==> src/rtl/mem_arb_pkg.sv <==
// Shared types and defaults for the single-port memory arbiter.
package mem_arb_pkg;

    typedef enum logic [1:0] {
        IDLE  = 2'd0,
        ISSUE = 2'd1,
        WAIT  = 2'd2,
        RESP  = 2'd3
    } state_e;

    typedef enum logic {
        OWN_IF = 1'b0,
        OWN_D  = 1'b1
    } owner_e;

    localparam int MAX_D_STREAK_DEF = 4;

    function automatic int streak_width(input int max_streak);
        return (max_streak < 1) ? 1 : $clog2(max_streak + 1);
    endfunction

endpackage

==> src/rtl/arb_select.sv <==
// Combinational owner selection: data has priority unless a fetch has been
// starved for MAX_D_STREAK data grants. A flushed fetch request is not a request.
module arb_select
    import mem_arb_pkg::*;
#(
    parameter int MAX_D_STREAK = MAX_D_STREAK_DEF,
    parameter int SW           = streak_width(MAX_D_STREAK)
) (
    input  logic          if_req,
    input  logic          d_req,
    input  logic [SW-1:0] streak,
    input  logic          if_flush,
    output owner_e        owner,
    output logic          gnt_valid
);

    logic if_eff;
    logic fetch_due;

    always_comb begin
        if_eff    = if_req & ~if_flush;
        fetch_due = if_eff && (streak == SW'(MAX_D_STREAK));
        owner     = OWN_D;
        gnt_valid = 1'b0;
        if (d_req && !fetch_due) begin
            owner     = OWN_D;
            gnt_valid = 1'b1;
        end else if (if_eff) begin
            owner     = OWN_IF;
            gnt_valid = 1'b1;
        end
    end

endmodule

==> src/rtl/mem_arbiter.sv <==
// Fetch/data arbiter for a single-port memory, one transaction in flight:
// IDLE -> ISSUE -> WAIT -> RESP -> IDLE.
module mem_arbiter
    import mem_arb_pkg::*;
#(
    parameter int MAX_D_STREAK = MAX_D_STREAK_DEF
) (
    input  logic        clk,
    input  logic        clr,
    input  logic        if_req,
    input  logic [31:0] if_addr,
    input  logic        if_flush,
    output logic        if_ready,
    output logic [31:0] if_rdata,
    input  logic        d_req,
    input  logic        d_we,
    input  logic [31:0] d_addr,
    input  logic [31:0] d_wdata,
    input  logic [3:0]  d_be,
    output logic        d_ready,
    output logic [31:0] d_rdata,
    output logic        mem_req,
    output logic        mem_we,
    output logic [31:0] mem_addr,
    output logic [31:0] mem_wdata,
    output logic [3:0]  mem_be,
    input  logic        mem_gnt,
    input  logic        mem_rvalid,
    input  logic [31:0] mem_rdata,
    output logic        stall_if,
    output logic        stall_mem
);

    localparam int SW = streak_width(MAX_D_STREAK);
    localparam logic [SW-1:0] STREAK_MAX = SW'(MAX_D_STREAK);

    state_e        state_q, state_d;
    owner_e        owner_q, owner_d;
    logic [SW-1:0] streak_q, streak_d;
    logic          drop_q, drop_d;
    logic          we_q, we_d;
    logic [31:0]   addr_q, addr_d;
    logic [31:0]   wdata_q, wdata_d;
    logic [3:0]    be_q, be_d;
    logic [31:0]   if_rdata_q, if_rdata_d;
    logic [31:0]   d_rdata_q, d_rdata_d;

    owner_e sel_owner;
    logic   sel_valid;
    logic   if_eff;

    arb_select #(
        .MAX_D_STREAK (MAX_D_STREAK),
        .SW           (SW)
    ) u_arb_select (
        .if_req    (if_req),
        .d_req     (d_req),
        .streak    (streak_q),
        .if_flush  (if_flush),
        .owner     (sel_owner),
        .gnt_valid (sel_valid)
    );

    assign if_eff = if_req & ~if_flush;

    always_comb begin
        state_d    = state_q;
        owner_d    = owner_q;
        streak_d   = streak_q;
        drop_d     = drop_q;
        we_d       = we_q;
        addr_d     = addr_q;
        wdata_d    = wdata_q;
        be_d       = be_q;
        if_rdata_d = if_rdata_q;
        d_rdata_d  = d_rdata_q;

        case (state_q)
            IDLE: begin
                streak_d = '0;
                if (sel_valid) begin
                    owner_d = sel_owner;
                    state_d = ISSUE;
                    if (sel_owner == OWN_IF) begin
                        addr_d  = if_addr;
                        we_d    = 1'b0;
                        wdata_d = '0;
                        be_d    = 4'b1111;
                    end else begin
                        addr_d  = d_addr;
                        we_d    = d_we;
                        wdata_d = d_wdata;
                        be_d    = d_be;
                        // Streak only counts data grants that a live fetch had to wait behind.
                        if (if_eff) begin
                            streak_d = (streak_q == STREAK_MAX) ? streak_q : streak_q + 1'b1;
                        end
                    end
                end
            end
            ISSUE: begin
                if (owner_q == OWN_IF && if_flush) drop_d = 1'b1;
                if (mem_gnt) state_d = WAIT;
            end
            WAIT: begin
                if (owner_q == OWN_IF && if_flush) drop_d = 1'b1;
                if (mem_rvalid) begin
                    if (owner_q == OWN_IF) if_rdata_d = mem_rdata;
                    else                   d_rdata_d  = mem_rdata;
                    state_d = RESP;
                end
            end
            RESP: begin
                drop_d  = 1'b0;
                state_d = IDLE;
            end
            default: state_d = IDLE;
        endcase
    end

    always_ff @(posedge clk or posedge clr) begin
        if (clr) begin
            state_q    <= IDLE;
            owner_q    <= OWN_IF;
            streak_q   <= '0;
            drop_q     <= 1'b0;
            we_q       <= 1'b0;
            addr_q     <= '0;
            wdata_q    <= '0;
            be_q       <= '0;
            if_rdata_q <= '0;
            d_rdata_q  <= '0;
        end else begin
            state_q    <= state_d;
            owner_q    <= owner_d;
            streak_q   <= streak_d;
            drop_q     <= drop_d;
            we_q       <= we_d;
            addr_q     <= addr_d;
            wdata_q    <= wdata_d;
            be_q       <= be_d;
            if_rdata_q <= if_rdata_d;
            d_rdata_q  <= d_rdata_d;
        end
    end

    // A flush arriving in RESP itself must still suppress the fetch pulse.
    assign if_ready  = (state_q == RESP) && (owner_q == OWN_IF) && !drop_q && !if_flush;
    assign d_ready   = (state_q == RESP) && (owner_q == OWN_D);
    assign mem_req   = (state_q == ISSUE);
    assign mem_we    = we_q;
    assign mem_addr  = addr_q;
    assign mem_wdata = wdata_q;
    assign mem_be    = be_q;
    assign if_rdata  = if_rdata_q;
    assign d_rdata   = d_rdata_q;
    assign stall_if  = if_req & ~if_ready;
    assign stall_mem = d_req & ~d_ready;

endmodule

==> config.mk <==
export PLATFORM = sky130hd
export DESIGN_NAME = mem_arbiter
export DESIGN_NICKNAME = d
export VERILOG_FILES = /design/src/rtl/mem_arb_pkg.sv /design/src/rtl/arb_select.sv /design/src/rtl/mem_arbiter.sv
export SDC_FILE = /design/constraint.sdc
export NUM_CORES = 1
export LEC_CHECK = 0
export ABC_CLOCK_PERIOD_IN_PS = 3800
export CORE_ASPECT_RATIO = 0.6
export CORE_UTILIZATION = 38
export CTS_BUF_LIST = sky130_fd_sc_hd__clkbuf_8
export CTS_CLUSTER_DIAMETER = 30
export DETAILED_ROUTE_END_ITERATION = 10
export PLACE_DENSITY = 0.83
export SETUP_SLACK_MARGIN = 0.1
export SLEW_MARGIN = 20
export SYNTH_ARGS = -nofsm -noshare
export SYNTH_HDL_FRONTEND = slang
export SYNTH_HIERARCHICAL = 1
export SYNTH_SLANG_ARGS = --single-unit
==> constraint.sdc <==
create_clock -name clk -period 3.8 [get_ports clk]
set_input_delay 0.38 -clock clk [delete_from_list [all_inputs] [get_ports clk]]
set_output_delay 0.38 -clock clk [all_outputs]
set_load 0.005 [all_outputs]
; Word level (Yosys, flattened, before mapping)
; Cells that the tools add are included.
[totals]
output_inout_bits = 138
register_bits = 140
[classes]
n_addsub = 1
bitwise_logic = 7
n_reduce_logical = 19
muxes = 18
n_eq_ne = 9
[ops]
columns = operator, n
row1 = 32-bit two-way mux, 2
row2 = 3-bit two-way mux, 4
row3 = 3-bit AND reduction, 3
row4 = 2-bit case mux with 4 select lines, 1
row5 = 1-bit logical AND, 7
row6 = 1-bit two-way mux, 6
row7 = 2-bit two-way mux, 3
row8 = 2-bit AND reduction, 3
row9 = 2-bit equality test (second input constant), 2
row10 = 4-bit two-way mux, 1
row11 = 2-bit by 1-bit inequality test with 1-bit output (second input constant), 2
row12 = 2-bit inequality test (second input constant), 2
row13 = 4-bit inequality test (second input constant), 1
row14 = 1-bit inverter, 4
row15 = 3-bit by 1-bit adder with 3-bit output (second input constant), 1
row16 = 1-bit bitwise AND, 3
row17 = 3-bit equality test (second input constant), 1
row18 = 1-bit logical NOT, 3
row19 = 2-bit by 1-bit equality test with 1-bit output (second input constant), 1
row20 = 2-bit logical NOT, 1
row21 = 1-bit case mux with 2 select lines, 1
row22 = 2-bit nonzero test, 1
row23 = 2-bit OR reduction, 1

; Longest topological paths before layout
[depth]
ltp_word = 8
depth_mapped = 8

; Modules after synthesis
; Netlist, hierarchy kept.
[by_module_without_submodules]
columns = module, seq_area_each_um2, instances, cells_each, area_each_um2
row1 = mem_arbiter, 3503.4, 1, 488, 5774.3
row2 = arb_select, 0.0, 1, 5, 40.0

; Worst setup path after synthesis
; No wires, ideal clock.
[synth_path]
kind = register to register
from = register state_q[0]
to = register state_q[1]
setup_slack_ns = 2.174
arrival_ns = 1.499
required_ns = 3.673
synth_period_minus_slack_ns = 1.626
path_stages_with_launch = 6
setup_time_ns = 0.127
n_path_buf = 1
cell_sequence = dfrtp_1 inv_1 ha_1 buf_4 a222oi_1 mux2_1
[synth_between]
elab_chain_len = 3
[synth_lines]
columns = item, line_no
row1 = "start, declared", mem_arbiter.sv:37  ; state_e state_q, state_d;
row2 = "start signal, assigned", mem_arbiter.sv:134  ; state_q <= state_d;
row3 = 2-bit equality test (tied with other cells), mem_arbiter.sv:78  ; case (state_q)
row4 = 2-bit inequality test (no source line) / 2-bit by 1-bit inequality test with 1-bit output (equally long branches), n/a
row5 = 3-bit AND reduction (no source line), n/a
; Several ways; a longest one is shown, not always the timed one.
; A chain may end at the register's enable or synchronous reset.

; Worst setup path in the final report
[layout_path]
from = register state_q[1]
to = output port if_ready
[layout_between]
elab_chain_len = 4
[layout_lines]
columns = item, line_no
row1 = 2-bit equality test, mem_arbiter.sv:148  ; assign if_ready = (state_q == RESP) && (owner_q == OWN_IF) && !drop_q && !if_flush;
row2 = 1-bit logical AND (3 in series), mem_arbiter.sv:148
row3 = "end, declared", mem_arbiter.sv:13  ; output logic if_ready,
; Every way passes these cells.

==> metrics.yaml <==
cts.reportedPaths.clkPinSlew_ns: 0.09
finalHoldViolCount: 0
ff2ff_path_depth: 5
worstSetupPathType: "flip-flop to output pin"
grt_pass1_vias: 4887
tightestPinTransition_ns: 0.930
fmax_mhz: 405
crit_slowest_cell: "clkdlybuf4s50_1"
maxCapViolCount: 0
crit_chain: "ha_1 > nor4b_1 > clkdlybuf4s50_1"
required_ns: 3.42
route.met2.wl_microns: 7890
insertion_delay_ns: 0.42
post_synth_instance_area_sq_mm: 0.00581
timing.final.ws_setup_ns: 1.33
setup_viol_count_final: 0
h-tree-depth: 4
gp_congestion: 0.803
fp.dieH_microns: 97.8
antenna_left: 0
routed_wl_microns: 15800
p_per_area_mw_per_mm2: 733
n_antenna_cell: 0
ys_seq_area_share_pct: 60.3
dr.pass1.iters: 5
cp_max_fo: 4
ctsRootBufferMaster: "clkbuf_8"
finalClockSkew_ns: 0.0140
worst-path-stages: 3
dp_hpwl_microns: 11700
ys_types: 32
status: "finished clean"
crit_arrival_ns: 2.09
clock_path_buffers: 2
end_kind: "output pin"
slew_violations: 0
ys_seq_elements: 140
post-route-period-util_pct: 65.0
pre_cts_ws_ns: 1.10
period_minus_slack_ns: 2.47
max_slew_margin_pct: 37.7
p_leak_nw: 4.23
drt-met1-wl_microns: 6620
clock-sinks: 140
grt_pass1_wl_microns: 25200
nNetsFinal: 914
post_cts_resized: 0
met3_length_microns: 1110
vdd_ir_drop_max_mv: 0.305
gr-usage-all-layers_pct: 20.2
die-area_sq_mm: 0.0158
core_area_sq_mm: 0.0147
cp.buffers_inverters: 1
grt_max_degree: 53
path_delay_family: "buffers and inverters"
initial_core_util_pct: 39.5
areaGrowthSynthToFinish_pct: 58.1
top_layer: "met4"
final_common_cell: "clkdlybuf4s50_1"
drive_above_1_share_pct: 14.0
drc: 0
fp-row-count: 34
cts_setup_buffers: 0
gr-total-overflow: 0
layout_common_cells: "clkdlybuf4s50_1, dfrtp_1, nand2_1"
cts-hold-fix-buffers: 0
avgViaCountPerCell: 4.84
antenna_found_initial: 0
setup.worst_path.start_class: "flip-flop"
cts_buffers: 17
numPortBuffers: 277
route.vias.total: 4732
post_drt_wl_per_cell_microns: 16.1
cts_tree: "built"
tns_ns: 0
die_x_microns: 162
holdCritPathClass: "input port to async pin"
critPathMaxStageDelay_ns: 0.60
syn_nets: 640
drt_iter0_drc: 184
rsz0062_at_grt: "false"
netlist_instances: 493
pin_count: 278
yosys_warnings: 6
avgSynthCellArea_sq_um: 11.8
-- power by group --
part / switching [mW] / leakage, nW / internal, mW
clock network: 0.610 / 0.200 / 0.615
registers: 0.406 / 1.71 / 2.20
logic: 1.07 / 2.31 / 1.84
total: 2.08 / 4.23 / 4.66
-- cells in the mapped netlist (all sizes together) --
| cell | number | area share [%] |
|---|---|---|
| and4b | 1 | 0.17 |
| a31oi | 6 | 0.65 |
| inv | 15 | 0.97 |
| o2bb2ai | 1 | 0.15 |
| nor2 | 5 | 0.32 |
| clkbuf | 9 | 0.58 |
| nand3b | 1 | 0.19 |
| nand4 | 2 | 0.22 |
| buf | 21 | 2.2 |
| nor2b | 3 | 0.32 |
| a21oi | 2 | 0.17 |
| o21ai | 33 | 2.8 |
| a2bb2oi | 1 | 0.15 |
| mux2 | 65 | 13 |
| a22oi | 1 | 0.13 |
| o211ai | 2 | 0.34 |
| nand2 | 104 | 6.7 |
| nor3b | 1 | 0.22 |
| and2 | 2 | 0.22 |
| nand3 | 35 | 3.0 |
| mux2i | 33 | 5.7 |
| a222oi | 1 | 0.17 |
| dfrtp | 140 | 60 |
| a21o | 1 | 0.13 |
| ha | 7 | 1.5 |
| nor4b | 1 | 0.15 |
-- final cells by class --
class | instances | area [sq um]
Clock buffer | 18 | 248
Sequential cell | 140 | 3500
Clock inverter | 14 | 159
Timing Repair Buffer | 285 | 2870
Inverter | 15 | 60.1
Tap cell | 198 | 248
Fill cell | 1185 | 5520
Multi-Input combinational cell | 308 | 2110
-- path summary, 6_finish.rpt --
path                       slack (ns)  startpoint           end
hold reg to reg                  0.47      mem_we        mem_we
setup reg to reg                 1.49  state_q[0]  mem_addr[27]
min in group clk                 0.47      mem_we        mem_we
setup / recovery                 1.33  state_q[1]      if_ready
hold / removal                   0.34         clr   d_rdata[16]
max in group asynchronous        2.87         clr  mem_wdata[5]
-- logic make-up after synthesis --
family          share of synthesized area [%]
simple gates                             11.5
compound gates                           4.73
buf+inv                                  3.70
fa+ha+maj                                1.51
flops                                    60.3
mux                                      18.3
-- state kept, by name, summed over array words and instances, names as in the netlist --
register	flops
mem_wdata	32
mem_addr	32
streak_q	3
state_q	2
if_rdata	32
mem_be	4
owner_q	1
mem_we	1
d_rdata	32
drop_q	1
-- through the flow --
step	hold slack (ns)	std cells	utilization [%]	power, mW	area (sq um)
2_1_floorplan	0.463	493	-	3.71	5820
3_3_place_gp	0.450	945	59.6	5.41	8770
3_5_place_dp	0.455	945	59.6	5.58	8770
4_1_cts	0.472	977	62.3	6.83	9180
5_1_grt	0.339	978	62.5	7.17	9200
6_report	0.339	978	62.5	6.74	9200
-- metal layers --
layer / up-vias / global-route usage [%]
li1: 2230 / -
met1: 2321 / 24.3
met2: 167 / 35.8
met3: 14 / 5.40
met4: 0 / 5.52
met5: - / 0
(Power assumes the default switching activity.)
